**src/rtl/branch_resolve_unit.sv**
```systemverilog
// Branch resolve unit: evaluates branch/set conditions from ALU flags, checks
// the actual direction against the fetch-time prediction, registers the result
// with a fetch redirect, and keeps a PC-indexed table of 2-bit counters.
module branch_resolve_unit #(
    parameter int         PC_W     = 16,
    parameter int         IDX_W    = 6,
    parameter int         CNT_W    = 16,
    parameter logic [1:0] INIT_CTR = 2'b01,
    parameter bit         USE_OF   = 1'b0
) (
    input  logic             clk,
    input  logic             rst_n,
    input  logic [PC_W-1:0]  f_pc,
    output logic             f_pred_taken,
    input  logic             ex_valid,
    input  logic [2:0]       ex_branch,
    input  logic             ex_is_set,
    input  logic [PC_W-1:0]  ex_pc,
    input  logic             ex_pred_taken,
    input  logic [PC_W-1:0]  ex_target,
    input  logic [PC_W-1:0]  ex_pc_plus2,
    input  logic             SF,
    input  logic             ZF,
    input  logic             OF,
    input  logic             CF,
    input  logic             flush,
    output logic             res_valid,
    output logic             res_taken,
    output logic             res_setval,
    output logic             res_mispredict,
    output logic [PC_W-1:0]  res_redirect_pc,
    output logic [CNT_W-1:0] mispredict_cnt
);

    localparam int ENTRIES = 1 << IDX_W;

    logic [1:0]       pht [ENTRIES];
    logic [IDX_W-1:0] rd_idx;
    logic [IDX_W-1:0] wr_idx;
    logic             cond;
    logic             accept;
    logic             is_br;
    logic             taken_nx;
    logic             setval_nx;
    logic             mis_nx;
    logic [PC_W-1:0]  redirect_nx;
    logic             pht_wr;
    logic             unused_bits;

    // Saturating 2-bit counter step toward the resolved direction.
    function automatic logic [1:0] ctr_step(input logic [1:0] ctr, input logic up);
        if (up)
            return (ctr == 2'b11) ? ctr : ctr + 2'd1;
        else
            return (ctr == 2'b00) ? ctr : ctr - 2'd1;
    endfunction

    // Instructions are halfword aligned, so bit 0 never selects an entry.
    assign rd_idx       = f_pc[IDX_W:1];
    assign wr_idx       = ex_pc[IDX_W:1];
    assign f_pred_taken = pht[rd_idx][1];
    assign unused_bits  = ^{f_pc, ex_pc};

    // Condition decode from the flags; signed mode folds overflow into LT/GE.
    always_comb begin
        cond = 1'b0;
        case (ex_branch)
            3'd1:    cond = 1'b1;
            3'd2:    cond = ZF;
            3'd3:    cond = ~ZF;
            3'd4:    cond = USE_OF ? (SF ^ OF) : SF;
            3'd5:    cond = USE_OF ? ~(SF ^ OF) : (~SF | ZF);
            3'd6:    cond = CF;
            default: cond = 1'b0;
        endcase
    end

    // Next-state of the resolve stage; BSCO only means something as a set op.
    always_comb begin
        accept      = ex_valid & ~flush;
        is_br       = (ex_branch >= 3'd1) && (ex_branch <= 3'd5);
        taken_nx    = ~ex_is_set & is_br & cond;
        setval_nx   = ex_is_set & cond;
        mis_nx      = accept & ~ex_is_set & is_br & (taken_nx != ex_pred_taken);
        redirect_nx = taken_nx ? ex_target : ex_pc_plus2;
        pht_wr      = accept & ~ex_is_set & (ex_branch >= 3'd2) && (ex_branch <= 3'd5);
    end

    // Resolve stage register: results live for exactly one cycle after accept.
    always_ff @(posedge clk or negedge rst_n) begin
        if (!rst_n) begin
            res_valid       <= 1'b0;
            res_taken       <= 1'b0;
            res_setval      <= 1'b0;
            res_mispredict  <= 1'b0;
            res_redirect_pc <= '0;
        end else if (accept) begin
            res_valid       <= 1'b1;
            res_taken       <= taken_nx;
            res_setval      <= setval_nx;
            res_mispredict  <= mis_nx;
            res_redirect_pc <= redirect_nx;
        end else begin
            res_valid       <= 1'b0;
            res_taken       <= 1'b0;
            res_setval      <= 1'b0;
            res_mispredict  <= 1'b0;
            res_redirect_pc <= '0;
        end
    end

    // Pattern history table; conditional branches train it, JUMP does not.
    always_ff @(posedge clk or negedge rst_n) begin
        if (!rst_n) begin
            for (int i = 0; i < ENTRIES; i++)
                pht[i] <= INIT_CTR;
        end else if (pht_wr) begin
            pht[wr_idx] <= ctr_step(pht[wr_idx], cond);
        end
    end

    // Mispredict counter, sticks at all ones.
    always_ff @(posedge clk or negedge rst_n) begin
        if (!rst_n)
            mispredict_cnt <= '0;
        else if (mis_nx && (mispredict_cnt != '1))
            mispredict_cnt <= mispredict_cnt + CNT_W'(1);
    end

endmodule

```
**config.mk**
```make
export PLATFORM = sky130hd
export DESIGN_NAME = branch_resolve_unit
export DESIGN_NICKNAME = d
export VERILOG_FILES = /design/src/rtl/branch_resolve_unit.sv
export SDC_FILE = /design/constraint.sdc
export NUM_CORES = 1
export LEC_CHECK = 0
export CAP_MARGIN = 20
export CORE_MARGIN = 1
export CORE_UTILIZATION = 57
export CTS_BUF_LIST = sky130_fd_sc_hd__clkbuf_2
export DETAILED_ROUTE_END_ITERATION = 8
export GPL_TIMING_DRIVEN = 0
export HOLD_SLACK_MARGIN = 0.05
export PLACE_DENSITY_LB_ADDON = 0.12
export REMOVE_ABC_BUFFERS = 1
export SKIP_LAST_GASP = 1
export SYNTH_ARGS = -nofsm -noshare
export SYNTH_HDL_FRONTEND = slang
export SYNTH_SLANG_ARGS = --single-unit
```
**constraint.sdc**
```tcl
create_clock -name clk -period 6.3 [get_ports clk]
set_input_delay 1.26 -clock clk [delete_from_list [all_inputs] [get_ports clk]]
set_output_delay 1.26 -clock clk [all_outputs]
set_load 0.01 [all_outputs]
```
==> results.py, run 1 <==
metrics = {
    "run_status": {
        "status": "completed",
    },
    "synth": {
        "synth_seq_cells": 164,
        "synth_seq_area_share_pct": 49.7,
        "synthTopCellsByCount": "nor2_1 (120), dfrtp_1 (100), mux2_2 (70), dfstp_2 (64), a21oi_1 (55)",
        "synth_ff_type": "dfrtp_1",
        "synth_compound_area_share_pct": 10.0,
        "yosysWarnings": 0,
        "synth_fa_ha_area_share_pct": 0.431,
        "synthTopCellsByArea": "dfrtp_1 (30%), dfstp_2 (20%), mux2_2 (9.4%)",
        "synth-xor-area-share_pct": 1.77,
        "synth_top_area_share_pct": 29.7,
        "muxShareOfSynthArea_pct": 21.1,
        "synth.avg_cell_area_um2": 11.3,
        "netlist-cell-type-count": 61,
        "syn_inst": 743,
        "async_flop_share_pct": 100,
        "synth-edff-count": 0,
        "synth_top_family_by_area": "multiplexers",
        "synth.most_common_cell": "nor2_1",
        "synth-simple-area-share_pct": 13.7,
        "synth_area_leader_cell": "dfrtp_1",
        "synth_area_um2": 8410,
    },
    "cts": {
        "post-cts-setup-buffers": 0,
        "cts_resized": 0,
        "clk_pin_slew_ns": 0.23,
        "numClockSinks": 164,
        "htreeDepth": 4,
        "clockBufferDepth": 2,
        "clkLatencyLatePin_ns": 0.81,
        "hold_buffers": 0,
        "numCtsBuffers": 17,
        "cts_tree": "built",
        "cts-root-buf": "clkbuf_2",
    },
    "route": {
        "drc": 0,
        "vias_per_cell": 6.36,
        "drtIter0Drc": 562,
        "final_antenna_net_count": 0,
        "wl_per_cell_um": 21.1,
        "num_vias": 6446,
        "drt_first_pass_iters": 5,
        "drt-total-wl_um": 21400,
    },
    "placed_design": {
        "hpwl_um": 14600,
        "place.gp.congestion": 0.911,
        "place_inst": 982,
        "port-buffer-count": 92,
        "dp_slack_ns": 0.646,
    },
    "setup_path": {
        "rr_worst_depth": 8,
        "timing.rr.end": "pht[59]$_DFFE_PN0P_",
        "crit_required_ns": 5.04,
        "r2r_start": "pht[40]$_DFFE_PN1P_",
        "worst_setup_path_end_kind": "primary output",
        "start_kind": "input pin",
        "crit_chain": "clkdlybuf4s50_1 -> buf_16 -> mux4_2 -> mux4_2 -> mux4_2 -> clkdlybuf4s50_1",
        "timing.critical_path.fanout_max": 10,
        "slowest_stage": "clkdlybuf4s50_1",
        "cp_num_buf_inv": 3,
        "slowest_delay_ns": 0.86,
        "cp_top_family": "buffers and inverters",
        "arrival_ns": 4.37,
        "worst_path_most_repeated_cell": "mux4_2",
        "r2r_slack_ns": 3.05,
        "path_class": "input pin to primary output",
    },
    "power": {
        "seq_power_share_pct": 54.0,
        "p_int_mw": 1.53,
        "power_frac_comb_pct": 15.1,
        "vdd_drop_max_mv": 0.185,
        "pwr-share-clk_pct": 31.0,
        "p_per_area_nw_per_um2": 219,
        "p_leak_nw": 4.13,
        "switching_share_pct": 28.3,
        "total_switching_power_mw": 0.603,
    },
    "finish": {
        "drive_above_1_share_pct": 25.8,
        "fin_nets": 895,
        "final_util_pct": 67.3,
        "fill_cells": 1089,
        "final_cells": 1014,
        "n_antenna_cell": 0,
        "synthToLayoutAreaGrowth_pct": 15.9,
    },
    "floorplanning": {
        "boundaryPins": 114,
        "initial_core_util_pct": 58.1,
        "fp.coreArea_um2": 14500,
        "die_height_um": 124,
        "rows": 44,
        "dieArea_um2": 15300,
        "dieWidth_um": 124,
    },
    "flow_run": {
        "drv_cap": 0,
    },
    "global_routing": {
        "grt_pass1_wl_um": 34000,
        "grt_max_degree": 70,
        "grt_antenna_before_repair": 0,
        "grt_pass1_vias": 6367,
        "track_usage_pct": 30.1,
        "grt_overflow": 0,
    },
    "timing": {
        "finalSetupTns_ns": 0,
        "fin_crit_sh_pct": 89.4,
        "hold_viol": 0,
        "period_minus_slack_ns": 5.63,
        "clock-skew-final_ns": 0.0453,
        "tightest_slew_ns": 1.07,
        "max_freq_mhz": 178,
        "rsz0062_at_grt": "false",
        "final-max-slew-violation-count": 0,
        "relSlewSlack_pct": 28.3,
        "setup_viol": 0,
        "layout_setup_ws_ns": 0.669,
    },
    "worst_hold_path": {
        "hp-class": "input pin to async pin",
    },
}
==> kinds of logic (layout without fill, tap and decap cells) <==
family / count (synthesis) / after routing
AO/OA/AOI/OAI: 130 / 130
flip-flops: 164 / 164
multiplexers: 134 / 134
buffers and inverters: 49 / 136
AND/OR/NAND/NOR: 246 / 246
XOR/XNOR: 17 / 17
adder cells (fa/ha/maj): 3 / 3
==> flip-flops by register name, summed over array words and instances, names as in the netlist <==
signal	flops
mispredict_cnt	16
pht	128
res_mispredict	1
res_redirect_pc	16
res_setval	1
res_taken	1
res_valid	1
==> worst max path at each step <==
stage | to | slack, ns | cells past startpoint | start
2_1_floorplan | pht[59]$_DFFE_PN0P_ | 2.10 | 7 | ex_pc[1]
3_3_place_gp | res_redirect_pc[11]$_DFF_PN0_ | -2.35 | 1 | rst_n
3_5_place_dp | f_pred_taken | 0.65 | 6 | f_pc[1]
4_1_cts | f_pred_taken | 0.64 | 6 | f_pc[1]
5_1_grt | f_pred_taken | 0.55 | 6 | f_pc[1]
6_report | f_pred_taken | 0.67 | 6 | f_pc[1]
==> power groups by stage <==
stage | Clock, mW | Combinational [mW] | Sequential, mW
floorplan | 0 | 0.142 | 1.16
global route | 0.719 | 0.350 | 1.16
detailed placement | 0 | 0.321 | 1.17
finish | 0.661 | 0.322 | 1.15
global placement | 0 | 0.303 | 1.16
CTS | 0.673 | 0.323 | 1.15
==> per-layer routing <==
metal	up-vias	track usage (%)	routed length, um
li1	2846	-	-
met1	3211	38.9	8560
met2	335	47.7	10100
met3	54	9.96	2180
met4	0	10.2	531
met5	-	0	0
==> layout make-up <==
type                       instances  area [um^2]  area share [%]
multi-input combinational        530         3970            40.7
clock inverter                    14          201            2.07
clock buffer                      18         90.1           0.924
sequential                       164         4180            42.9
timing repair buffer              99         1050            10.8
tap                              184          230            2.36
inverter                           5         18.8           0.193
==> cells in the final DEF, fill, tap and decap left out, types with 4 or more instances in the layout <==
master           count
clkbuf_2            18
a22oi_1             14
mux2i_1             36
nor2b_1              4
xnor2_1             14
nor2_1             120
a22o_1               5
clkdlybuf4s50_1     88
dfrtp_1            100
a21oi_1             55
nand2_1             44
and3_1              16
nand4_1              6
o21ai_0             19
bufinv_16            4
nand2b_1             9
o221ai_1             5
mux2_2              70
o22ai_1              4
buf_2                4
inv_1                5
or3_1                5
dfstp_2             64
nand3_1             12
nor3_1               7
mux4_2              28
==> through the flow <==
| step | hold WS (ns) | cell area (um^2) | power, mW |
|---|---|---|---|
| finish | 0.319 | 9750 | 2.13 |
| global route | 0.239 | 9750 | 2.23 |
| CTS | 0.295 | 9750 | 2.15 |
| detailed placement | 0.482 | 9460 | 1.49 |
| global placement | 0.475 | 9320 | 1.47 |
| floorplan | 0.464 | 8160 | 1.31 |
No activity file was read; power rests on OpenSTA's default activity.
==> inputs of run 2 (changes only) <==
- CORE_MARGIN: 1 -> 2
==> results.py, run 2 (synthesis gave the netlist of run 1 again) <==
metrics = {
    "run_status": {
        "status": "completed",
    },
    "floorplanning": {
        "initial_core_util_pct": 58.1,
        "boundaryPins": 114,
        "rows": 44,
        "fp.coreArea_um2": 14500,
        "dieArea_um2": 15800,
        "dieWidth_um": 126,
        "die_height_um": 126,
    },
    "finish": {
        "drive_above_1_share_pct": 25.5,
        "final_common_cell": "nor2_1",
        "fill_cells": 1119,
        "synthToLayoutAreaGrowth_pct": 14.8,
        "reg.largest.list": "pht x128, mispredict_cnt x16, res_redirect_pc x16",
        "fin_nets": 894,
        "n_antenna_cell": 0,
        "largest_reg_flops": 128,
        "final_util_pct": 66.7,
        "top_register": "pht",
        "final_cell_mix": "nor2_1 (120), dfrtp_1 (100), clkdlybuf4s50_1 (88), mux2_2 (70), dfstp_2 (64)",
    },
    "cts": {
        "post-cts-setup-buffers": 0,
        "cts_tree": "built",
        "numClockSinks": 164,
        "clockBufferDepth": 2,
        "htreeDepth": 4,
        "clkLatencyLatePin_ns": 0.76,
        "cts_resized": 0,
        "cts-root-buf": "clkbuf_2",
        "numCtsBuffers": 17,
        "clk_pin_slew_ns": 0.20,
        "hold_buffers": 0,
    },
    "global_routing": {
        "track_usage_pct": 28.1,
        "grt_antenna_before_repair": 0,
        "grt_max_degree": 105,
        "grt_overflow": 0,
        "grt_pass1_vias": 6641,
        "grt_pass1_wl_um": 34800,
    },
    "timing": {
        "layout_setup_ws_ns": 0.658,
        "tightest_slew_ns": 1.14,
        "setup_viol": 0,
        "finalSetupTns_ns": 0,
        "final-max-slew-violation-count": 0,
        "period_minus_slack_ns": 5.64,
        "max_freq_mhz": 177,
        "rsz0062_at_grt": "false",
        "hold_viol": 0,
        "clock-skew-final_ns": 0.0386,
        "fin_crit_sh_pct": 89.6,
        "relSlewSlack_pct": 23.6,
    },
    "placed_design": {
        "port-buffer-count": 92,
        "hpwl_um": 14500,
        "dp_slack_ns": 0.651,
        "place.gp.congestion": 0.915,
    },
    "power": {
        "p_leak_nw": 4.10,
        "p_per_area_nw_per_um2": 210,
        "seq_power_share_pct": 56.7,
        "pwr-share-clk_pct": 27.5,
        "total_switching_power_mw": 0.586,
        "switching_share_pct": 28.8,
        "vdd_drop_max_mv": 0.158,
        "power_mw": 2.03,
        "p_int_mw": 1.45,
        "power_frac_comb_pct": 15.8,
    },
    "route": {
        "drtIter0Drc": 453,
        "drt-total-wl_um": 21500,
        "drt_first_pass_iters": 6,
        "final_antenna_net_count": 0,
        "num_vias": 6524,
        "vias_per_cell": 6.44,
        "wl_per_cell_um": 21.2,
        "drc": 0,
    },
    "setup_path": {
        "timing.critical_path.fanout_max": 10,
        "arrival_ns": 4.38,
        "worst_setup_path_end_kind": "primary output",
        "crit_required_ns": 5.04,
        "path_class": "input pin to primary output",
        "start_kind": "input pin",
    },
    "flow_run": {
        "drv_cap": 0,
    },
    "worst_hold_path": {
        "hp-class": "input pin to async pin",
    },
}
-- run 2: routing by layer --
layer / GRT usage [%] / part of all wire [%] / up-vias
met2: 43.4 / 47 / 354
met3: 8.52 / 9.4 / 67
li1: - / - / 2855
met4: 11.5 / 3.2 / 0
met1: 37.3 / 41 / 3248
met5: 0 / 0 / -
-- run 2: worst paths after layout --
kind / startpoint / end / cells after the start / slack [ns]
min in group clk: mispredict_cnt[11]$_DFFE_PN0P_ / mispredict_cnt[11]$_DFFE_PN0P_ / 1 / 0.52
max: f_pc[1] / f_pred_taken / 6 / 0.66
min: rst_n / pht[3]$_DFFE_PN0P_ / 1 / 0.45
max reg2reg: pht[5]$_DFFE_PN0P_ / pht[72]$_DFFE_PN1P_ / 7 / 3.18
min reg2reg: mispredict_cnt[11]$_DFFE_PN0P_ / mispredict_cnt[11]$_DFFE_PN0P_ / 1 / 0.52
max in group asynchronous: rst_n / pht[110]$_DFFE_PN1P_ / 2 / 4.95
-- run 2: layout make-up --
type | instances | area, um^2 | share of cell area [%]
Sequential cell | 164 | 4180 | 43.3
Clock inverter | 13 | 134 | 1.39
Tap cell | 184 | 230 | 2.38
Clock buffer | 19 | 95.1 | 0.985
Inverter | 5 | 18.8 | 0.194
Multi-Input combinational cell | 530 | 3970 | 41.1
Timing Repair Buffer | 98 | 1030 | 10.6
-- run 2: metrics by stage --
| stage | cells | hold WS [ns] | cell area (um^2) |
|---|---|---|---|
| floorplan | 699 | 0.464 | 8160 |
| global placement | 975 | 0.475 | 9320 |
| detailed placement | 981 | 0.487 | 9430 |
| CTS | 1013 | 0.397 | 9660 |
| global route | 1013 | 0.436 | 9660 |
| finish | 1013 | 0.446 | 9660 |
-- run 2: power by group through the flow --
stage	clock network [mW]	logic [mW]	registers [mW]
5_1_grt	0.611	0.347	1.16
3_5_place_dp	0	0.320	1.17
6_report	0.559	0.321	1.15
3_3_place_gp	0	0.303	1.16
2_1_floorplan	0	0.142	1.16
4_1_cts	0.574	0.321	1.15
-- run 2: worst max-delay path: stages --
cell and delay, ns:
clkdlybuf4s50_1 0.89, buf_16 0.23, mux4_2 0.52, mux4_2 0.52, mux4_2 0.47, clkdlybuf4s50_1 0.49
